[src/rtl/sevenseg_readback.sv]
// sevenseg_readback: debounce a seven-segment bus and decode the accepted pattern back to hex
module sevenseg_readback #(
    parameter int STABLE_CYCLES = 16,
    parameter int CNT_W = 8
) (
    input  logic             clk,
    input  logic             rst,
    input  logic             en,
    input  logic [7:0]       seg_in,
    output logic [3:0]       digit,
    output logic             dp,
    output logic             blank,
    output logic             invalid,
    output logic             valid,
    output logic             stable,
    output logic [CNT_W-1:0] update_count
);
    typedef enum logic [1:0] {IDLE, SETTLING, LOCKED} state_t;
    // Acceptance fires on the edge that takes the settle counter to STABLE_CYCLES-1
    localparam logic [7:0] LAST = 8'(STABLE_CYCLES - 2);
    state_t state, state_nx;
    logic [7:0] samp, samp_prev, acc, cnt;
    logic [3:0] hex;
    logic eq, accept, hit;
    assign eq = samp == samp_prev;
    // State register
    always_ff @(posedge clk) begin
        if (rst) state <= IDLE;
        else state <= state_nx;
    end
    // Next state: disable wins, any sample change restarts settling, full count locks
    always_comb begin
        state_nx = state;
        accept = 1'b0;
        if (!en) state_nx = IDLE;
        else if (state == IDLE || !eq) state_nx = SETTLING;
        else if (state == SETTLING && cnt == LAST) begin
            state_nx = LOCKED;
            accept = 1'b1;
        end
    end
    // Outputs of the FSM
    always_comb stable = state == LOCKED && samp == acc;
    // Sampling, settle counting, accepted-pattern capture and the saturating update counter
    always_ff @(posedge clk) begin
        if (rst) begin
            samp <= '0;
            samp_prev <= '0;
            cnt <= '0;
            acc <= '0;
            valid <= 1'b0;
            update_count <= '0;
        end else begin
            samp <= seg_in;
            samp_prev <= samp;
            cnt <= (en && state == SETTLING && eq) ? cnt + 8'd1 : '0;
            valid <= accept && samp != acc;
            if (accept && samp != acc) begin
                acc <= samp;
                if (~&update_count) update_count <= update_count + 1'b1;
            end
        end
    end
    // Decode the accepted a..g pattern; dp plays no part in the digit
    always_comb begin
        hit = 1'b1;
        hex = 4'h0;
        case (acc[6:0])
            7'h3F: hex = 4'h0;
            7'h06: hex = 4'h1;
            7'h5B: hex = 4'h2;
            7'h4F: hex = 4'h3;
            7'h66: hex = 4'h4;
            7'h6D: hex = 4'h5;
            7'h7D: hex = 4'h6;
            7'h07: hex = 4'h7;
            7'h7F: hex = 4'h8;
            7'h6F: hex = 4'h9;
            7'h77: hex = 4'hA;
            7'h7C: hex = 4'hB;
            7'h39: hex = 4'hC;
            7'h5E: hex = 4'hD;
            7'h79: hex = 4'hE;
            7'h71: hex = 4'hF;
            default: hit = 1'b0;
        endcase
    end
    assign digit = hit ? hex : 4'h0;
    assign dp = acc[7];
    assign blank = acc[6:0] == 7'h00;
    assign invalid = !hit && !blank;
endmodule

[config.mk]
export PLATFORM = sky130hd
export DESIGN_NAME = sevenseg_readback
export DESIGN_NICKNAME = d
export VERILOG_FILES = /design/src/rtl/sevenseg_readback.sv
export SDC_FILE = /design/constraint.sdc
export NUM_CORES = 1
export LEC_CHECK = 0
export CORE_MARGIN = 8
export CORE_UTILIZATION = 55
export DETAILED_ROUTE_END_ITERATION = 16
export GPL_TIMING_DRIVEN = 0
export MAX_ROUTING_LAYER = met4
export PLACE_DENSITY = 0.77
export SYNTH_ARGS = -nofsm -noshare
export SYNTH_HDL_FRONTEND = slang
export SYNTH_SLANG_ARGS = --single-unit
[constraint.sdc]
create_clock -name clk -period 2.1 [get_ports clk]
set_clock_uncertainty 0.05 [all_clocks]
set_input_delay 0.315 -clock clk [delete_from_list [all_inputs] [get_ports clk]]
set_output_delay 0.315 -clock clk [all_outputs]
set_load 0.02 [all_outputs]
======== After elaboration in Yosys (flattened, before gate mapping) ========
Index checks and enable logic that the tools add are counted.
Widths: inputs -> output; s select.
word-level totals
  flip-flop bits (word level) ............. 43
  input port bits ......................... 11
  output and inout port bits .............. 17
  word-level logic and storage cells ...... 62
cells by class
  $add $sub $neg .......................... 2
  eq/ne operators ......................... 22
  mux-type cells .......................... 8
  bitwise logic cells ..................... 3
  reductions and logical operators ........ 19
operators with widths
  cell                 count
  $eq 7x7->1 const B   12
  $pmux 4 s15          1
  $add 8x1->8 const B  2
  $eq 8x8->1           2
  $reduce_or 16->1     1
  $eq 7x3->1 const B   2
  $eq 7x6->1 const B   2
  $eq 8x4->1 const B   1
  $ne 8x8->1           1
  $reduce_and 8->1     1
  $logic_not 7->1      1
  $logic_and 1x1->1    6
  $mux 1               6
  $mux 4               1
  $reduce_or 2->1      2
  $logic_not 1->1      3
  $not 1->1            3
  $reduce_or 3->1      1
  $eq 2x1->1 const B   1
  $eq 2x2->1 const B   1
  $logic_not 2->1      1
  $reduce_and 2->1     1
  $reduce_bool 2->1    1
  $logic_or 1x1->1     1

======== Depth between registers and ports, before layout ========
  depth after elaboration ................. 7
  depth in mapped cells ................... 7
  gate-level depth less buffers ........... 7

======== Worst setup path before layout ========
Ideal clock, no wire load.
  kind .................................... register -> output
  start ................................... reg acc[5]
  end ..................................... out invalid
  arrival ................................. 1,571 ps
  data required time ...................... 1,735 ps
  setup slack ............................. 164 ps
  stages on the path, launching flop included .. 7
  buffers on the path ..................... 1
  cell sequence ........................... dfxtp_1 buf_2 nor2_1 mux2_2 a32o_1 a221oi_1 and3_1
between the ends
  word-level cells in the longest chain between the ends .. 5
  elaborated cells on any way between the ends .. 22
  classes of those cells .................. eq/ne: 16; mux: 1; reduce/logical: 5
ends and longest elaborated chain
  element                                   line  source
  start, declared                           22    logic [7:0] samp, samp_prev, acc, cnt;
  start signal, assigned                    59    acc <= samp;
  $eq 7x7->1, or another cell as far along  68    case (acc[6:0])
  $reduce_or 16->1 (no source line)         -
  $mux 1                                    68
  $logic_not 1->1                           91    assign invalid = !hit && !blank;
  $logic_and 1x1->1 (*)                     91
  end, declared                             13    output logic invalid,
Mark *: on every way between the ends. The rest lies on a longest branch, timed or not.

======== Worst setup path after layout ========
  start ................................... reg acc[6]
  end ..................................... out invalid
The elaborated chain is that of the path after synthesis.

==> key figures <==
Status
  – Status: complete, but fails checks
  – Failing checks: negative setup slack

Cells and area
  – Most frequent cells in the layout: dfxtp_1 (38), nor2b_1 (24), clkdlybuf4s50_1 (20)
  – Fin nets: 308
  – Area delta synth->final: 33.0%
  – Layout cell share with drive strength beyond 1: 26.1%
  – Fill count: 294
  – Design area: 2950 um^2
  – Commonest non-fill, non-tap cell in the layout: dfxtp_1
  – Inserted Diodes: 0

Logic synthesis
  – Yosys cell types: 52
  – Cells after Synth: 250
  – Main combinational cell family by area after synthesis: simple AND/OR/NAND/NOR gates
  – Synth async-reset ratio: 0%
  – Post-synthesis compound-gate area fraction: 15.0%
  – Synth warn: 0
  – Synth Flop Type: dfxtp_1
  – Simple-gate share of the synthesized area: 30.2%
  – XOR/XNOR Fraction of Synth Area: 8.69%
  – Multiplexer share of the synthesized area: 1.98%
  – Most area-hungry cell type in the Yosys netlist: dfxtp_1
  – Top cells by area, synth: dfxtp_1 (39%), nor2b_1 (6.8%), and3_1 (4.8%)
  – Area share of the largest cell type after synthesis: 38.8%
  – Synthesized Nets: 264
  – Adder-Cell Fraction of Synth Area: 1.69%
  – Register bit count reported by yosys: 43
  – Post-synthesis sequential area ratio: 38.8%
  – Post-synth EDFFs: 0
  – Mapped Area: 2220 um^2
  – Mapped Avg Cell Area: 8.87 um^2

Global routing
  – Total track usage: 18.5%
  – Congestion Overflow GR: 0
  – First-pass GRT wire length: 9320 um
  – Largest net degree at the start of global routing: 14
  – Antenna violations before repair: 0
  – Vias in the first global route: 1941

Drt
  – Post-route ant nets: 0
  – Drt first pass iters: 4
  – WL met2: 2580 um
  – Initial detailed-routing violation count: 219
  – Drt total wl: 5670 um
  – Residual DRC: 0
  – WL per Instance: 16.4 um
  – M1 wire length: 2700 um
  – Met3 routed WL: 292 um
  – Vias per inst: 5.83
  – Via Count: 2012
  – Max Used Layer: met4

Critical path
  – Startpoint types: register
  – WP data required: 1740 ps
  – RR Startpoint: acc[3]$_SDFFE_PP0P_
  – CP arrival: 1920 ps
  – Kind of critical path: register to output pin
  – CP max FO: 3
  – CP Capture Type: output pin
  – Worst Setup SP: acc[6]$_SDFFE_PP0P_

Clock network
  – Clock transition at path regs: 80 ps
  – Htree depth: 2
  – TritonCTS Sinks: 43
  – CTS Buffer Depth: 2
  – CTS tree: done
  – Clk_lat worst skew: 290 ps
  – Root Buffer: clkbuf_8
  – CTS Buf Count: 5

STA
  – Fmax: 437 MHz
  – Setup ws final: -187 ps
  – RSZ-0062 raised after global routing: yes
  – Final hold violations: 0
  – Slew margin rel.: 68.8%
  – Slew Limit Fails: 0
  – Measured slew at the worst slew-check pin: 467 ps
  – Tcrit/Tclk final: 109%
  – Final setup fails: 4
  – Minimum clock period: 2290 ps

Power
  – Power Dens Cells: 507 nW/um^2
  – Switch Pwr: 0.341 mW
  – Leak Pwr: 1.19 nW
  – Clock group share of total power: 36.1%
  – Internal cell power: 1.15 mW
  – Sw Share: 22.8%
  – Comb power frac: 7.6%
  – Peak supply drop: 0.000529 V
  – Part of the power in registers: 56.3%

Flow run
  – Max-cap violations: 0

Die
  – Die area: 6320 um^2
  – I/O pin total: 28
  – Die Y: 79.5 um
  – Starting density of the core: 56.2%
  – Core ar.: 3940 um^2
  – Die width: 79.5 um
  – Row count: 23

Placed design
  – Placement Cell Area: 2550 um^2
  – Routability congestion estimate: 0.952
  – Post-DP HPWL: 3770 um
  – DP Worst Slack: -482 ps
  – Port bufs: 27

Hold path
  – Worst min-delay path class: register to register
  – Hold Crit Start: cnt[0]$_SDFF_PP0_
==> stage by stage <==
stage               utilization (%)  TNS [ps]  instances  hold WS, ps  total power [mW]
floorplan                         -         0        250          344             0.914
global placement               64.7     -5560        327          405             0.951
detailed placement             64.7     -5910        327          419             0.952
CTS                            70.7      -153        340          439              1.49
global route                   74.8      -766        345          494              1.57
finish                         74.8      -324        345          433              1.50
==> flip-flops by register name (all words and copies together), names as in the netlist <==
signal and count:
cnt 8, valid 1, samp_prev 8, acc 8, update_count 8, samp 8
state 2
==> worst max-delay path, stage by stage (launching register included) <==
cell,delay (ps)
dfxtp_4,370
and2_4,170
mux2_4,260
a32o_2,260
a221oi_2,270
and3_1,200
buf_6,120
==> metal layers <==
| layer | vias up | track usage [%] |
|---|---|---|
| met5 | - | - |
| met4 | 0 | 6.11 |
| met3 | 9 | 4.17 |
| met2 | 65 | 28.0 |
| met1 | 955 | 23.6 |
| li1 | 983 | - |
==> Yosys cell counts, types with 7 or more instances <==
cell type	number
nor2b_1	24
nor2_1	19
nand4_1	9
xor2_1	12
o21ai_0	7
nand3_1	8
dfxtp_1	43
clkbuf_1	8
a31o_2	10
xnor2_1	10
and3_1	17
nand2_1	10
==> layout make-up <==
type | instances | area [um^2] | area share (%)
Multi-Input combinational cell | 187 | 1430 | 48.4
Sequential cell | 43 | 872 | 29.6
Timing Repair Buffer | 37 | 357 | 12.1
Buffer | 13 | 109 | 3.69
Clock buffer | 7 | 86.3 | 2.93
Tap cell | 50 | 62.6 | 2.12
Inverter | 7 | 26.3 | 0.891
Clock inverter | 1 | 8.76 | 0.297
==> final timing paths <==
| path | slack (ps) | end | cells past startpoint |
|---|---|---|---|
| max | -190 | invalid | 6 |
| min | 430 | cnt[0]$_SDFF_PP0_ | 1 |
| max reg2reg | 50 | update_count[4]$_SDFFE_PP0P_ | 7 |
| min reg2reg | 430 | cnt[0]$_SDFF_PP0_ | 1 |
==> logic make-up after synthesis <==
| group | count (synthesis) |
|---|---|
| buffers and inverters | 20 |
| AOI/OAI and AO/OA | 44 |
| and+or+nand+nor | 114 |
| muxes | 4 |
| adders and majority gates | 3 |
| xor gates and xnor gates | 22 |
| DFF | 43 |
==> power groups by stage <==
stage	clock network, mW	registers [mW]	logic [mW]
after floorplan	0	0.859	0.0551
after global placement	0	0.862	0.0891
after detailed placement	0	0.862	0.0899
after CTS	0.552	0.842	0.0982
after global routing	0.602	0.844	0.123
final	0.540	0.842	0.113
==> repair_timing <==
| action | CTS | global route |
|---|---|---|
| setup buffers | 5 | 5 |
| endpoints found under the setup margin | 8 | 22 |
| resized for setup | 62 | 30 |
| pin swaps | 5 | 12 |
| hold endpoints to repair | 0 | 0 |
| hold buffers | 0 | 0 |
Power figures use the tool's default switching activity.
==> edit: new RTL, same settings <==
The 3 states of `state_t` get a one-hot encoding in 3 bits.
--- a/src/rtl/sevenseg_readback.sv
+++ b/src/rtl/sevenseg_readback.sv
@@ -15,7 +15,7 @@
     output logic             stable,
     output logic [CNT_W-1:0] update_count
 );
-    typedef enum logic [1:0] {IDLE, SETTLING, LOCKED} state_t;
+    typedef enum logic [2:0] {IDLE = 3'b001, SETTLING = 3'b010, LOCKED = 3'b100} state_t;
     // Acceptance fires on the edge that takes the settle counter to STABLE_CYCLES-1
     localparam logic [7:0] LAST = 8'(STABLE_CYCLES - 2);
     state_t state, state_nx;
Function: no difference found for any inputs over 10 cycles, from zero or initial values and one cycle with rst high; not proved beyond that.
==> edit against the original RTL <==
The run still ends with setup timing left. Register-to-register slack gained 50 ps. Global-route usage fell by 2.3 points. Die area grew 2.6%. Sequential power is 2.6% higher. Design area decreased by 1.9%. Routed wire length fell by 7.1%. Sequential cell count rose by 1. Setup slack better by 160 ps. Critical path depth grew 1. Power up 0.19%. Area after synthesis is 3.2% higher. Non-clock buffer count decreased by 7. Largest cell class unchanged. Largest power group unchanged.
==> edit: results <==
run_status:
  outcome: "finished, violations left"
  violations: "setup timing"
sta:
  worst_slack_ps: -26.3
  tightest_slew_ps: 513
  timing.setup.tns_ps: -26.3
  setup_viol: 1
critical_path:
  cpPeakStageDelay_ps: 340
  critical_path_arrival_ps: 1760
  path_max_fanout: 5
  cpMaxStageDelayCell: "dfxtp_1"
place:
  routabilityCongestion: 0.903
  dp_hpwl_um: 3630
  dpl_cell_area_um2: 2620
  port_buffers: 26
power:
  power.static_leakage_nw: 1.07
  vdd_drop_max_mv: 0.413
yosys:
  synth_fa_ha_area_share_pct: 1.64
  synth_xor_area_share_pct: 8.80
  yosysSeqAreaShare_pct: 38.5
  synth_area_leaders: "dfxtp_1, nor2b_1, mux2_2"
  syn-num-nets: 267
  synth_compound_area_share_pct: 8.20
  synthTopCellsByCount: "dfxtp_1, nor2b_1, nor2_1"
grt:
  grt.met3_usage_pct: 4.02
  grt_first_pass_wirelength_um: 8220
min_path:
  hold_path_class: "input pin to register"
detailed_routing:
  wl_per_cell_um: 15.4
  drt-initial-drc-count: 143
edit: final timing paths:
| kind | start | endpoint | slack [ps] | cells after the start |
|---|---|---|---|---|
| worst max-delay path | acc[1] | invalid | -30 | 7 |
| worst min-delay path | rst | samp_prev[4] | 440 | 2 |
| worst max register to register | cnt[0] | update_count[4] | 100 | 7 |
| worst min register to register | cnt[0] | cnt[0] | 440 | 1 |
edit: kinds of logic after synthesis:
family / count (synthesis)
AO/OA/AOI/OAI: 27
XOR/XNOR: 23
adder cells (fa/ha/maj): 3
buffers and inverters: 18
flip-flops: 44
multiplexers: 12
AND/OR/NAND/NOR: 126
edit: layout make-up:
type	instances	area [um^2]
multi-input cells	191	1460
inverters	5	18.8
fillers	319	1110
flip-flops and latches	44	892
well taps	50	62.6
repair buffers	30	264
plain buffers	13	108
clock inverters	3	18.8
clock buffers	5	68.8
edit: metrics by stage:
| step | instances | setup WS (ps) |
|---|---|---|
| detailed placement | 329 | -491 |
| CTS | 339 | 3.61 |
| global route | 341 | -97.1 |
| floorplan | 253 | 10.9 |
| finish | 341 | -26.3 |
| global placement | 329 | -481 |
edit: where the power goes:
group	internal, mW	total, mW	switching, mW	leakage [nW]
clock network	0.232	0.517	0.285	0.0479
registers	0.848	0.864	0.0161	0.361
logic	0.0581	0.118	0.0597	0.657
total	1.14	1.50	0.361	1.07
edit: layer usage:
layer | share of wire [%] | vias up
li1 | - | 967
met3 | 5.6 | 14
met1 | 45 | 917
met2 | 47 | 54
met4 | 2.2 | 0
met5 | 0 | -
edit: what timing repair did:
item,CTS,global route
gates cloned,0,1
setup endpoints to repair,7,8
gates resized for setup,50,35
pin swaps,4,6
buffers inserted,2,1
hold buffers,0,0
edit: critical path: cells and delay by family (launching register included):
kind / cells / cell delay, ps
and+or+nand+nor: 2 / 410
AOI/OAI and AO/OA: 3 / 400
DFF: 1 / 340
buffers and inverters: 2 / 300
